`src/rtl/vanity_pkg.sv`:
```
// Shared constants for the vanity key search datapath.
package vanity_pkg;

    // Width of the hash produced by the key generator and checked by vanity_compare.
    localparam int HASH_W          = 160;

    // Default width of the candidate key index (serial generator iteration counter).
    localparam int DEFAULT_IDX_W   = 64;

    // Cycles between a hash entering vanity_compare and its tx_match appearing.
    // The capture stage is exactly this deep.
    localparam int COMPARE_LATENCY = 1;

endpackage

```
`src/rtl/vanity_match_fifo.sv`:
```
// Generic show-ahead FIFO. Binary pointers carry one extra wrap bit, so equal
// pointers mean empty and MSB-only difference means full. A pop in the same
// cycle frees a slot for a push arriving while the FIFO is full.
module vanity_match_fifo #(
    parameter int DEPTH = 8,
    parameter int WIDTH = 64,
    localparam int AW   = $clog2(DEPTH)
) (
    input  logic             clk,
    input  logic             rst_n,
    input  logic             clear_i,
    input  logic             push_i,
    input  logic [WIDTH-1:0] data_i,
    input  logic             pop_i,
    output logic [WIDTH-1:0] data_o,
    output logic             full_o,
    output logic             empty_o,
    output logic [AW:0]      count_o
);

    logic [AW:0]      wrPtr_q, wrPtr_d;
    logic [AW:0]      rdPtr_q, rdPtr_d;
    logic [WIDTH-1:0] mem_q [DEPTH];
    logic             doPush;
    logic             doPop;

    assign empty_o = (wrPtr_q == rdPtr_q);
    assign full_o  = (wrPtr_q[AW] != rdPtr_q[AW]) &&
                     (wrPtr_q[AW-1:0] == rdPtr_q[AW-1:0]);
    assign doPop   = pop_i & ~empty_o;
    assign doPush  = push_i & (~full_o | doPop);
    assign count_o = wrPtr_q - rdPtr_q;
    assign data_o  = empty_o ? '0 : mem_q[rdPtr_q[AW-1:0]];

    // Pointer next-state: clear wins over any push or pop in the same cycle.
    always_comb begin
        wrPtr_d = wrPtr_q;
        rdPtr_d = rdPtr_q;
        if (clear_i) begin
            wrPtr_d = '0;
            rdPtr_d = '0;
        end else begin
            if (doPush) wrPtr_d = wrPtr_q + 1'b1;
            if (doPop)  rdPtr_d = rdPtr_q + 1'b1;
        end
    end

    // Pointer registers with asynchronous reset to the empty state.
    always_ff @(posedge clk or negedge rst_n) begin
        if (!rst_n) begin
            wrPtr_q <= '0;
            rdPtr_q <= '0;
        end else begin
            wrPtr_q <= wrPtr_d;
            rdPtr_q <= rdPtr_d;
        end
    end

    // Storage needs no reset: data_o is masked to zero whenever the FIFO is empty.
    always_ff @(posedge clk) begin
        if (doPush && !clear_i) begin
            mem_q[wrPtr_q[AW-1:0]] <= data_i;
        end
    end

endmodule

```
`src/rtl/vanity_match_capture.sv`:
```
// Pairs each candidate index with the comparator's delayed match flag, queues
// matching indices for the host, and counts matches lost to a full queue.
module vanity_match_capture
    import vanity_pkg::*;
#(
    parameter int IDX_W  = DEFAULT_IDX_W,
    parameter int DEPTH  = 8,
    parameter int DROP_W = 16
) (
    input  logic                     clk,
    input  logic                     rx_reset_n,
    input  logic                     rx_clear,
    input  logic                     rx_valid,
    input  logic [IDX_W-1:0]         rx_index,
    input  logic                     rx_match,
    output logic                     tx_valid,
    output logic [IDX_W-1:0]         tx_index,
    input  logic                     rx_ready,
    output logic [$clog2(DEPTH):0]   tx_count,
    output logic [DROP_W-1:0]        tx_dropped,
    output logic                     tx_overflow
);

    localparam int LAT = COMPARE_LATENCY;

    logic [LAT-1:0]            stageValid_q, stageValid_d;
    logic [LAT-1:0][IDX_W-1:0] stageIndex_q, stageIndex_d;
    logic [DROP_W-1:0]         dropCnt_q, dropCnt_d;
    logic                      overflow_q, overflow_d;
    logic                      push;
    logic                      drop;
    logic                      fifoFull;
    logic                      fifoEmpty;

    // Only a match whose index has travelled through the whole stage is real;
    // a match arriving with no paired index is ignored.
    assign push = stageValid_q[LAT-1] & rx_match;
    // A full FIFO only loses the entry when the host is not popping this cycle.
    assign drop = push & fifoFull & ~rx_ready & ~rx_clear;

    // Alignment shift: stage 0 captures the index, deeper stages just follow.
    always_comb begin
        stageValid_d    = stageValid_q;
        stageIndex_d    = stageIndex_q;
        stageValid_d[0] = rx_valid;
        if (rx_valid) stageIndex_d[0] = rx_index;
        for (int i = 1; i < LAT; i++) begin
            stageValid_d[i] = stageValid_q[i-1];
            stageIndex_d[i] = stageIndex_q[i-1];
        end
        if (rx_clear) stageValid_d = '0;
    end

    // Saturating drop counter and sticky overflow flag.
    always_comb begin
        dropCnt_d  = dropCnt_q;
        overflow_d = overflow_q;
        if (rx_clear) begin
            dropCnt_d  = '0;
            overflow_d = 1'b0;
        end else if (drop) begin
            overflow_d = 1'b1;
            if (dropCnt_q != '1) dropCnt_d = dropCnt_q + 1'b1;
        end
    end

    // Stage and drop bookkeeping registers, asynchronously reset.
    always_ff @(posedge clk or negedge rx_reset_n) begin
        if (!rx_reset_n) begin
            stageValid_q <= '0;
            stageIndex_q <= '0;
            dropCnt_q    <= '0;
            overflow_q   <= 1'b0;
        end else begin
            stageValid_q <= stageValid_d;
            stageIndex_q <= stageIndex_d;
            dropCnt_q    <= dropCnt_d;
            overflow_q   <= overflow_d;
        end
    end

    vanity_match_fifo #(
        .DEPTH (DEPTH),
        .WIDTH (IDX_W)
    ) u_fifo (
        .clk     (clk),
        .rst_n   (rx_reset_n),
        .clear_i (rx_clear),
        .push_i  (push),
        .data_i  (stageIndex_q[LAT-1]),
        .pop_i   (rx_ready),
        .data_o  (tx_index),
        .full_o  (fifoFull),
        .empty_o (fifoEmpty),
        .count_o (tx_count)
    );

    assign tx_valid    = ~fifoEmpty;
    assign tx_dropped  = dropCnt_q;
    assign tx_overflow = overflow_q;

endmodule

```
`config.mk`:
```
export PLATFORM = sky130hd
export DESIGN_NAME = vanity_match_capture
export DESIGN_NICKNAME = d
export VERILOG_FILES = /design/src/rtl/vanity_pkg.sv /design/src/rtl/vanity_match_fifo.sv /design/src/rtl/vanity_match_capture.sv
export SDC_FILE = /design/constraint.sdc
export NUM_CORES = 1
export LEC_CHECK = 0
export ABC_AREA = 1
export BUFFER_PORTS_ARGS = -buffer_cell sky130_fd_sc_hd__buf_2
export CAP_MARGIN = 20
export CORE_ASPECT_RATIO = 0.8
export CORE_MARGIN = 2
export CORE_UTILIZATION = 28
export DETAILED_ROUTE_END_ITERATION = 6
export PLACE_DENSITY = 0.46
export SETUP_SLACK_MARGIN = 0.2
export SLEW_MARGIN = 20
export SYNTH_ARGS = -nofsm -noshare
export SYNTH_HDL_FRONTEND = slang
export SYNTH_SLANG_ARGS = --single-unit
export TNS_END_PERCENT = 20
```
`constraint.sdc`:
```
create_clock -name clk -period 11.8 [get_ports clk]
set_input_delay 0.59 -clock clk [delete_from_list [all_inputs] [get_ports clk]]
set_output_delay 0.59 -clock clk [all_outputs]
set_load 0.01 [all_outputs]
```
-- Word level (Yosys, flattened, before mapping)
Memory sizes are Yosys's and may differ from the RTL's.
Index checks and enable logic that the tools add are counted.
- reduce and logical (&&, ||, !) cells: 8
- muxes and demuxes: 13
- bitwise logic cells: 11
- equal/unequal tests: 4
- add/sub/neg operators: 4
- operators with widths (operator ; number):
    64-bit two-way mux ; 1
    16-bit two-way mux ; 3
    16-bit by 1-bit adder with 16-bit output (second input constant) ; 1
    4-bit two-way mux ; 4
    16-bit != test (second input constant) ; 1
    4-bit by 1-bit adder with 4-bit output (second input constant) ; 2
    2-bit nonzero test ; 4
    1-bit AND ; 6
    1-bit two-way mux ; 5
    4-bit equality test ; 1
    1-bit NOT ; 4
    4-bit subtractor ; 1
    3-bit equality test ; 1
    1-bit logical AND ; 2
    2-bit AND reduction ; 1
    1-bit zero test ; 1
    1-bit != test ; 1
    1-bit bitwise OR ; 1
- word-level logic and storage cells: 47
- memory bits (writable): 512
- output and inout bits: 86
- memories: 1
- input bits: 70
- register bits: 90
- memories (memory ; depth ; bits a word ; read ports ; clocked after Yosys merged registers in ; wr ports ; line ; source):
    u_fifo.mem_q ; 8 ; 64 ; 1 ; 0 ; 1 ; vanity_match_fifo.sv:23 ; logic [WIDTH-1:0] mem_q [DEPTH];

-- Longest topological paths before layout
Gate-level depths: netlist of the first run.
- depth in word-level cells: 8
- mapped depth: 12

-- Hierarchy
From an unflattened synthesis of the first run, not the netlist that was laid out.
- cells, all modules: 2496
- area, all modules: 25485.7 um2
- by module, submodules not included (module ; times used ; cells an instance ; sequential area each (um2) ; area an instance (um2)):
    vanity_match_fifo ; 1 ; 2063 ; 15574.9 ; 21971.1
    vanity_match_capture ; 1 ; 433 ; 2052.0 ; 3514.6

-- Worst setup path before layout of the first run
No wires, ideal clock.
- kind: reg2reg
- start point: register u_fifo.rdPtr_q[1]
- end point: memory u_fifo.mem_q[7][0], enable pin
- arrival time: 5.830 ns
- library setup time: 0.565 ns
- stages on the path, launching flop included: 10
- period minus slack after synthesis: 6.395 ns
- path buffers: 2
- path slack: 5.405 ns
- cell sequence: dfrtp_1 -> inv_1 -> buf_2 -> clkbuf_1 -> ha_1 -> nand2_1 -> nor2_1 -> nand3_1 -> nand2_1 -> nor3_1
- cells in the longest elaborated chain, start to end: 8
- elaborated cells between the ends (all ways): 11
- classes of those cells: eq/ne: 2; mux: 2; bitwise: 5; reduce/logical: 2
- RTL lines (element ; line ; source):
    from (decl) ; vanity_match_fifo.sv:22 ; logic [AW:0] rdPtr_q, rdPtr_d;
    from (signal assigned) ; vanity_match_fifo.sv:55 ; rdPtr_q <= rdPtr_d;
    4-bit equality test or 3-bit equality test (tied branches) ; vanity_match_fifo.sv:27, vanity_match_fifo.sv:29 ;
    1-bit NOT or 1-bit logical AND (tied branches) ; vanity_match_fifo.sv:30, vanity_match_fifo.sv:28 ;
    1-bit AND or 1-bit NOT (tied branches) ; vanity_match_fifo.sv:30, vanity_match_fifo.sv:31 ;
    1-bit bitwise OR (*) ; vanity_match_fifo.sv:31 ; assign doPush = push_i & (~full_o | doPop);
    1-bit AND (*) ; vanity_match_fifo.sv:31 ;
    1-bit logical AND (*) ; vanity_match_fifo.sv:61 ; if (doPush && !clear_i) begin
    1-bit two-way mux (*) ; vanity_match_fifo.sv:61 ;
    1-bit two-way mux (implied by the code) (*) ; vanity_match_fifo.sv:62 ; mem_q[wrPtr_q[AW-1:0]] <= data_i;
    to (decl) ; vanity_match_fifo.sv:23 ;
Every way passes the cells marked *; elsewhere a longest branch is shown, timed or not.

-- Worst setup path after layout of the first run
- start point: register u_fifo.rdPtr_q[0]
- end point: output port tx_index[5]
- cells in the longest elaborated chain, start to end: 2
- elaborated cells between the ends (all ways): 3
- classes of those cells: eq/ne: 1; mux: 1; memory: 1
- RTL lines (element ; line ; source):
    memory read 8 x 64 bit or 4-bit equality test (tied branches) ; - ;
    64-bit two-way mux (*) ; vanity_match_fifo.sv:33 ; assign data_o = empty_o ? '0 : mem_q[rdPtr_q[AW-1:0]];
    to (decl) ; vanity_match_capture.sv:17 ; output logic [IDX_W-1:0] tx_index,
Marked as above.

==> impl_metrics.tcl, run 1 <==
set metrics [dict create \
    status "finished, violations left" \
    violations "negative hold slack" \
    vdd_drop_max_uv 127 \
    initialDrtViolationCount 1121 \
    min_period_ns 4.94 \
    cp.required_ns 11.21 \
    syn-instance-count 2015 \
    final_nets 2214 \
    final_layout_size_suffix_gt1_frac 0.128 \
    core_um2 85400 \
    highest_layer "met4" \
    crit_chain "inv_6, buf_4, buf_4, o21ai_0, o22ai_1, nor2_1, nor2_1, buf_2" \
    io_pins 156 \
    h-tree-depth 2 \
    dp_slack_ns 7.16 \
    cts.reportedPaths.clkPinSlew_ns 0.06 \
    p_per_area_nw_per_um2 168 \
    final_util 0.327 \
    drt_wl_total_um 63600 \
    drcViolationCount 0 \
    finalCritPeriodShare 0.418 \
    clk_latency_ns 0.63 \
    synthArstFlopShare 0.150 \
    start_util 0.281 \
    grt_overflow 0 \
    cts_setup_buffers 0 \
    hold_path.class "in2async" \
    post_cts_resized 0 \
    io_buffers 155 \
    grt_max_degree 119 \
    ys_types 24 \
    die_w_um 332 \
    path_buf_inv 4 \
    synth-edff-count 512 \
    dr_total_vias 15300 \
    synth_ff_type "edfxtp_1" \
    yosysWarnings 0 \
    synth_top_area_frac 0.640 \
    numClockSinks 602 \
    rsz0062_at_grt "false" \
    finalPower_w 0.00469 \
    fin_tns_setup_ns 0 \
    critPathArrivalTime_ns 4.35 \
    max_slew_margin 0.269 \
    gp_congestion 0.704 \
    cts_buffer_depth 3 \
    syn_area_um2 24000 \
    num_rows 96 \
    setup_viol_count_final 0 \
    met2_length_um 29500 \
    finalHoldViolations 3 \
    wl_met1_um 30200 \
    slew_violations 0 \
    first_pass_iters 5 \
    p_leak_nw 10.0 \
    place_area_um2 25900 \
    synth.area.top_cells "edfxtp_1, dfrtp_1, nor2_1" \
    antenna_found_initial 0 \
    fin_ws_ns 6.86 \
    cp_max_fo 97 \
    critPathTopFamily "buffers and inverters" \
    postLayoutCellArea_um2 27900 \
    seq_area_frac_synth 0.734 \
    fin_skew_ns 0.0154 \
    cts-buffers-inserted 61 \
    synth.largest_area_cell "edfxtp_1" \
    cp_slowest_cell "dfrtp_4" \
    critical-path-max-stage-delay_ns 0.77 \
    max_freq_ghz 0.203 \
    end_kind "output port" \
    grt.total_usage 0.143 \
    ys_ff_latch 602 \
    yosys-top-cells-count "edfxtp_1, nor2_1, nand2_1, o21ai_0, dfrtp_1" \
    synth_nets 2092 \
    grt_pass1_vias 15500 \
    start_kind "flop" \
    rr_startpoint "u_fifo.rdPtr_q[2]" \
    synth.avg_cell_area_um2 11.9 \
    wl_per_cell_um 19.2 \
    diodes 0 \
    hold-worst-slack_ns -0.00527 \
    crit_type "reg2out" \
    cap_violations 0 \
    grt_pass1_wl_um 96800 \
    post-synth-top-count-cell "edfxtp_1" \
    route.antenna.remaining_nets 0 \
    tightest_slew_ns 1.10 \
    tritoncts "done" \
    crit_start "u_fifo.rdPtr_q[0]" \
    route.met3.wl_um 2710 \
    place_hpwl_um 34900 \
    die_h_um 266 \
    via_per_inst 4.62 \
    cts-root-buf "clkbuf_16" \
    area_growth_pct 16.2 \
    die-area_um2 88200 \
    holdBufCountCts 0 \
]
logic make-up after synthesis:
logic type / after synthesis / share of synthesized area
AOI/OAI and AO/OA: 410 / 0.0956
adders and majority gates: 7 / 0.00396
xor gates and xnor gates: 14 / 0.00510
buffers and inverters: 145 / 0.0296
DFF: 602 / 0.734
and+or+nand+nor: 837 / 0.132
placed cells by master (no fill, tap or decap), drive strengths merged, types with 13 or more instances in the layout:
| master | synthesis | routed |
|---|---|---|
| o211ai | 64 | 64 |
| dfrtp | 90 | 90 |
| edfxtp | 512 | 512 |
| buf | 53 | 181 |
| clkinv | 0 | 26 |
| o22ai | 64 | 64 |
| nor2 | 481 | 481 |
| inv | 23 | 22 |
| o21ai | 278 | 278 |
| nand2 | 335 | 335 |
| nand3 | 13 | 13 |
| clkbuf | 69 | 78 |
path summary, 6_finish.rpt:
check                           slack, ns  cells past startpoint                   to
worst max register to register       7.32                     10  u_fifo.mem_q[0][48]
max in group asynchronous           10.46                      2    u_fifo.rdPtr_q[1]
worst min-delay path               -0.005                      1     stageIndex_q[35]
worst min register to register       0.52                      1          tx_overflow
worst max-delay path                 6.86                      8          tx_index[5]
min in group clk                     0.16                      3     stageIndex_q[19]
layout make-up:
| cell class | count | area, µm² |
|---|---|---|
| timing repair buffer | 181 | 1060 |
| sequential | 602 | 17600 |
| clock inverter | 35 | 337 |
| fill | 8536 | 57500 |
| clock buffer | 78 | 1620 |
| multi-input combinational | 1268 | 5760 |
| tap | 1127 | 1410 |
| inverter | 23 | 92.6 |
metal layers:
metal,GRT usage,vias to the layer above
met5,0,-
met4,0.0354,0
met3,0.0221,79
met2,0.231,308
met1,0.202,7584
li1,-,7330
state kept, by name, summed over array words and instances (netlist names):
register,flops
u_fifo.wrPtr_q,4
tx_dropped,16
tx_overflow,1
stageValid_q,1
u_fifo.mem_q,512
u_fifo.rdPtr_q,4
stageIndex_q,64
worst reg2reg max path: cells and delay by family, from the launching register on:
kind          cells  cell delay (ns)
simple gates      7             1.74
flops             1             0.99
buf+inv           2             0.94
fa+ha+maj         1             0.39
through the flow:
stage                     hold slack (ns)  std cells
final                            -0.00527       3314
after floorplan                     0.294       2015
after detailed placement            0.498       3200
after global routing               0.0245       3314
after global placement              0.506       3196
after CTS                        0.000571       3313
power by group:
group	total, W	switching (W)	internal, W
clock network	0.00191	0.000816	0.00110
registers	0.00242	0.0000649	0.00236
logic	0.000349	0.000244	0.000105
total	0.00469	0.00112	0.00356
(Power assumes the default switching activity.)
==> run 2: changes to the inputs <==
- ABC_AREA: 1 -> 0
- clock period: 11.8 -> 4.7 ns (I/O delays scaled with it)
==> impl_metrics.tcl, run 2 <==
set metrics [dict create \
    clk_latency_ns 0.61 \
    end_kind "output port" \
    synth.largest_area_cell "edfxtp_1" \
    cts.reportedPaths.clkPinSlew_ns 0.06 \
    gp_congestion 0.682 \
    die_h_um 262 \
    postLayoutCellArea_um2 28400 \
    place_hpwl_um 31300 \
    die_w_um 326 \
    synth_compound_area_frac 0.0192 \
    critPathArrivalTime_ns 3.49 \
    synth_nets 1281 \
    p_per_area_nw_per_um2 436 \
    syn_area_um2 23300 \
    grt_max_degree 133 \
    initialDrtViolationCount 769 \
    place_area_um2 25500 \
    synth_xor_area_frac 0.00376 \
    io_buffers 155 \
    ys_types 40 \
    cts_buffer_depth 3 \
    dr_total_vias 12000 \
    core_um2 82300 \
    mostFrequentLayoutCells "edfxtp_1, buf_2, nand2_1" \
    max_slew_margin 0.249 \
    r2r_slack_ns 1.40 \
    tightest_slew_ns 1.13 \
    final_nets 1531 \
    cts_setup_buffers 0 \
    finalCritPeriodShare 0.793 \
    post-synth-top-count-cell "edfxtp_1" \
    p_leak_nw 9.53 \
    area_growth_pct 22.0 \
    syn-instance-count 1204 \
    synth.avg_cell_area_um2 19.3 \
    io_pins 156 \
    yosys-top-cells-count "edfxtp_1, nand2_1, mux4_2, dfrtp_1, mux2_2" \
    fin_skew_ns 0.0308 \
    status "complete, no violations" \
    min_to "stageIndex_q[3]" \
    route.antenna.remaining_nets 0 \
    numClockSinks 602 \
    dp.cells 2423 \
    seq_area_frac_synth 0.757 \
    synthMuxAreaShare 0.160 \
    layout_commonest_cell "edfxtp_1" \
    synthArstFlopShare 0.150 \
    synth_top_family_by_area "multiplexers" \
    rsz0062_at_grt "false" \
    synth_ff_type "edfxtp_1" \
    slew_violations 0 \
    drcViolationCount 0 \
    min_period_ns 3.73 \
    instances_no_fill 2612 \
    post_cts_resized 0 \
    yosysWarnings 0 \
    rr_startpoint "u_fifo.wrPtr_q[2]" \
    crit_type "reg2out" \
    cts-buffers-inserted 66 \
    ff2ff_path_depth 6 \
    num_rows 94 \
    cap_violations 0 \
    largest_reg_flops 512 \
    finalHoldViolations 0 \
    setup_viol_count_final 0 \
    grt_pass1_vias 12600 \
    min_from "rx_valid" \
    start_util 0.283 \
    grt_pass1_wl_um 84800 \
    synth_adder_area_share 0.00408 \
    synth-edff-count 512 \
    grt_overflow 0 \
    grt.total_usage 0.134 \
    antenna_found_initial 1 \
    cp.required_ns 4.47 \
    h-tree-depth 3 \
    tritoncts "done" \
    drt_wl_total_um 57300 \
    rr_endpoint "u_fifo.mem_q[5][49]" \
    diodes 0 \
    hold_path.class "in2reg" \
    die-area_um2 85500 \
    final_layout_size_suffix_gt1_frac 0.326 \
    synth_top_area_frac 0.660 \
    via_per_inst 4.61 \
    start_kind "flop" \
    synth.area.top_cells "edfxtp_1, mux4_2, dfrtp_1" \
    ys_ff_latch 602 \
    min_path_cells 2 \
    wl_per_cell_um 22.0 \
    cts-root-buf "clkbuf_16" \
    vdd_drop_max_uv 285 \
    max_freq_ghz 0.268 \
    cp_max_fo 92 \
    first_pass_iters 7 \
    synthSimpleGateAreaFrac 0.0427 \
]
run 2: changes by cell type in the layout (fill, tap and decap cells not counted), sizes merged, moves of 13 or more:
cell | previous run | this run
a21oi | 2 | 70
dlygate4sd3 | 0 | 67
mux2 | 0 | 73
mux4 | 0 | 128
nand2 | 335 | 138
nor2 | 481 | 28
nor4 | 0 | 13
o211ai | 64 | 2
o21ai | 278 | 4
o22ai | 64 | 0
run 2: per-stage QoR:
stage | hold WS (ns) | TNS [ns] | power [W] | utilization | worst slack (ns)
global placement | 0.310 | 0 | 0.00716 | 0.310 | 1.43
global route | 0.126 | 0 | 0.0129 | 0.345 | 0.634
detailed placement | 0.319 | 0 | 0.00717 | 0.310 | 1.41
CTS | 0.0975 | 0 | 0.0126 | 0.345 | 0.739
floorplan | -0.0606 | -338.39 | 0.00674 | - | -0.728
finish | 0.135 | 0 | 0.0124 | 0.345 | 0.974
run 2: layout make-up:
cell class / count / area [µm²]
Sequential cell: 602 / 17600
Tap cell: 1104 / 1380
Inverter: 10 / 38.8
Timing Repair Buffer: 246 / 1690
Clock buffer: 90 / 1810
Fill cell: 7887 / 53900
Multi-Input combinational cell: 528 / 5420
Clock inverter: 32 / 412
run 2: cells by family after synthesis:
| family | Yosys count |
|---|---|
| AOI/OAI and AO/OA | 84 |
| xor gates and xnor gates | 10 |
| adders and majority gates | 7 |
| buffers and inverters | 74 |
| DFF | 602 |
| muxes | 203 |
| and+or+nand+nor | 224 |
run 2: where the power goes:
part	internal (W)	total (W)	switching, W	leakage [nW]
Clock	0.00318	0.00533	0.00215	1.07
Sequential	0.00595	0.00609	0.000148	5.71
Combinational	0.000451	0.000965	0.000515	2.75
run 2: what timing repair did:
item | in CTS | in global routing
hold buffers | 67 | 0
endpoints found under the hold margin | 109 | 0
endpoints found under the setup margin | 0 | 0
run 2: layer usage:
metal  wire (µm)  up-vias  GRT usage
li1            -     5299          -
met3        2840       74     0.0300
met1       26500     6370      0.186
met5           0        -          0
met2       26900      292      0.215
met4        1060        0     0.0343
run 2: worst max-delay path by stage:
stage          cells past startpoint              start  slack, ns             endpoint
2_1_floorplan                      9  u_fifo.rdPtr_q[1]      -0.73   u_fifo.mem_q[7][0]
3_3_place_gp                       6  u_fifo.rdPtr_q[0]       1.43         tx_index[22]
3_5_place_dp                       6  u_fifo.wrPtr_q[2]       1.41  u_fifo.mem_q[5][52]
4_1_cts                            6  u_fifo.rdPtr_q[0]       0.74         tx_index[20]
5_1_grt                            6  u_fifo.rdPtr_q[0]       0.63         tx_index[22]
6_report                           6  u_fifo.rdPtr_q[0]       0.97          tx_index[8]
run 2: critical path, stage by stage, from the launching register on:
cell and delay (ns):
dfrtp_4 0.42, buf_12 0.54, buf_4 0.77, mux4_2 0.60
nand2_1 0.11, a21oi_1 0.10, buf_2 0.19
==> run 3: changes to the inputs <==
- PLACE_DENSITY: 0.46 -> 0.48
- clock period: 4.7 -> 3.15 ns (I/O delays scaled with it)
==> impl_metrics.tcl, run 3 (synthesis gave the netlist of run 2 again) <==
set metrics [dict create \
    grt_max_degree 71 \
    fin_ws_ns 0.327 \
    numClockSinks 602 \
    max_freq_ghz 0.354 \
    postLayoutCellArea_um2 28700 \
    clk_latency_ns 0.62 \
    grt.total_usage 0.133 \
    cts-buffers-inserted 68 \
    io_pins 156 \
    mostFrequentLayoutCells "edfxtp_1, buf_2, nand2_1" \
    drcViolationCount 0 \
    grt_pass1_vias 12800 \
    io_buffers 155 \
    place_area_um2 25700 \
    first_pass_iters 5 \
    core_um2 82300 \
    place_hpwl_um 31200 \
    p_comb_frac 0.082 \
    largest_reg_flops 512 \
    critPathArrivalTime_ns 2.67 \
    p_leak_nw 9.64 \
    p_int_w 0.0142 \
    crit_type "reg2out" \
    via_per_inst 4.54 \
    max_slew_margin 0.361 \
    tritoncts "done" \
    clock_power_share 0.421 \
    cts-root-buf "clkbuf_16" \
    cp.required_ns 2.99 \
    met2_length_um 26600 \
    highest_layer "met4" \
    h-tree-depth 3 \
    start_kind "flop" \
    grt_overflow 0 \
    wl_met1_um 25800 \
    die_h_um 262 \
    final_nets 1546 \
    cts_buffer_depth 3 \
    hold_path.class "in2async" \
    finalPower_w 0.0183 \
    slew_violations 0 \
    p_per_area_nw_per_um2 640 \
    dp_slack_ns 0.409 \
    die-area_um2 85500 \
    dr_total_vias 11900 \
    finalCritPeriodShare 0.896 \
    initialDrtViolationCount 662 \
    num-fill-cells 7849 \
    antenna_found_initial 5 \
    route.antenna.remaining_nets 0 \
    area_growth_pct 23.1 \
    route.met3.wl_um 2280 \
    tightest_slew_ns 0.958 \
    layout_commonest_cell "edfxtp_1" \
    start_util 0.283 \
    cts.reportedPaths.clkPinSlew_ns 0.06 \
    fin_skew_ns 0.0342 \
    drt_wl_total_um 55700 \
    wl_per_cell_um 21.2 \
    seqPwrFrac 0.497 \
    r2r_slack_ns 0.46 \
    netSwitchingFraction 0.227 \
    end_kind "output port" \
    switchingPower_w 0.00416 \
    status "complete, no violations" \
    grt_pass1_wl_um 83900 \
    gp_congestion 0.742 \
    finalHoldViolations 0 \
    die_w_um 326 \
    cap_violations 0 \
    vdd_drop_max_uv 304 \
    min_period_ns 2.82 \
    fin_tns_setup_ns 0 \
    num_rows 94 \
    final_layout_size_suffix_gt1_frac 0.336 \
    setup_viol_count_final 0 \
    rsz0062_at_grt "true" \
    cp_max_fo 26 \
]
[run 3: metrics by stage]
stage | std cells | utilization | hold slack, ns
floorplan | 1204 | - | -0.138
global placement | 2430 | 0.312 | 0.381
detailed placement | 2430 | 0.312 | 0.384
CTS | 2623 | 0.348 | 0.0989
global route | 2624 | 0.348 | 0.0611
finish | 2625 | 0.348 | 0.0469
[run 3: critical path: stages, from the launching register on]
cell and delay, ns:
dfrtp_4 0.51, ha_1 0.35, nand3_1 0.20, nor2_4 0.07, buf_12 0.15, buf_12 0.17, a21oi_1 0.38, buf_2 0.22
[run 3: area by class of cell]
type,count,area [µm²],area share
Clock inverter,31,318,0.0111
Multi-Input combinational cell,528,5460,0.190
Clock buffer,90,1860,0.0647
Inverter,10,41.3,0.00144
Antenna cell,1,2.50,0.0000873
Timing Repair Buffer,259,1970,0.0687
Tap cell,1104,1380,0.0482
Sequential cell,602,17600,0.615
[run 3: per-layer routing]
| metal | up-vias | global-route usage |
|---|---|---|
| li1 | 5328 | - |
| met2 | 224 | 0.215 |
| met4 | 0 | 0.0353 |
| met5 | - | 0 |
| met3 | 70 | 0.0272 |
| met1 | 6290 | 0.183 |
[run 3: path summary, 6_finish.rpt]
| kind | from | end | cells after the start |
|---|---|---|---|
| setup / recovery | u_fifo.rdPtr_q[0] | tx_index[58] | 7 |
| hold / removal | rx_reset_n | stageIndex_q[53] | 2 |
| setup reg to reg | u_fifo.wrPtr_q[2] | tx_dropped[13] | 5 |
| hold reg to reg | tx_overflow | tx_overflow | 2 |
| max in group asynchronous | rx_reset_n | tx_dropped[12] | 3 |
| min in group clk | rx_valid | stageIndex_q[57] | 2 |
[run 3: power groups by stage]
| stage | logic (W) | clock network, W | registers (W) |
|---|---|---|---|
| detailed placement | 0.00146 | 0 | 0.00928 |
| CTS | 0.00157 | 0.00798 | 0.00911 |
| global placement | 0.00145 | 0 | 0.00926 |
| floorplan | 0.000904 | 0 | 0.00915 |
| finish | 0.00151 | 0.00773 | 0.00911 |
| global route | 0.00166 | 0.00828 | 0.00914 |
[run 3: what timing repair did]
| item | CTS | global route |
|---|---|---|
| endpoints found under the hold margin | 129 | 0 |
| pin swaps | 1 | 0 |
| gates cloned | 1 | 0 |
| setup endpoints to repair | 37 | 16 |
| gates resized for setup | 4 | 3 |
| setup buffers | 4 | 0 |
| hold buffers | 67 | 0 |
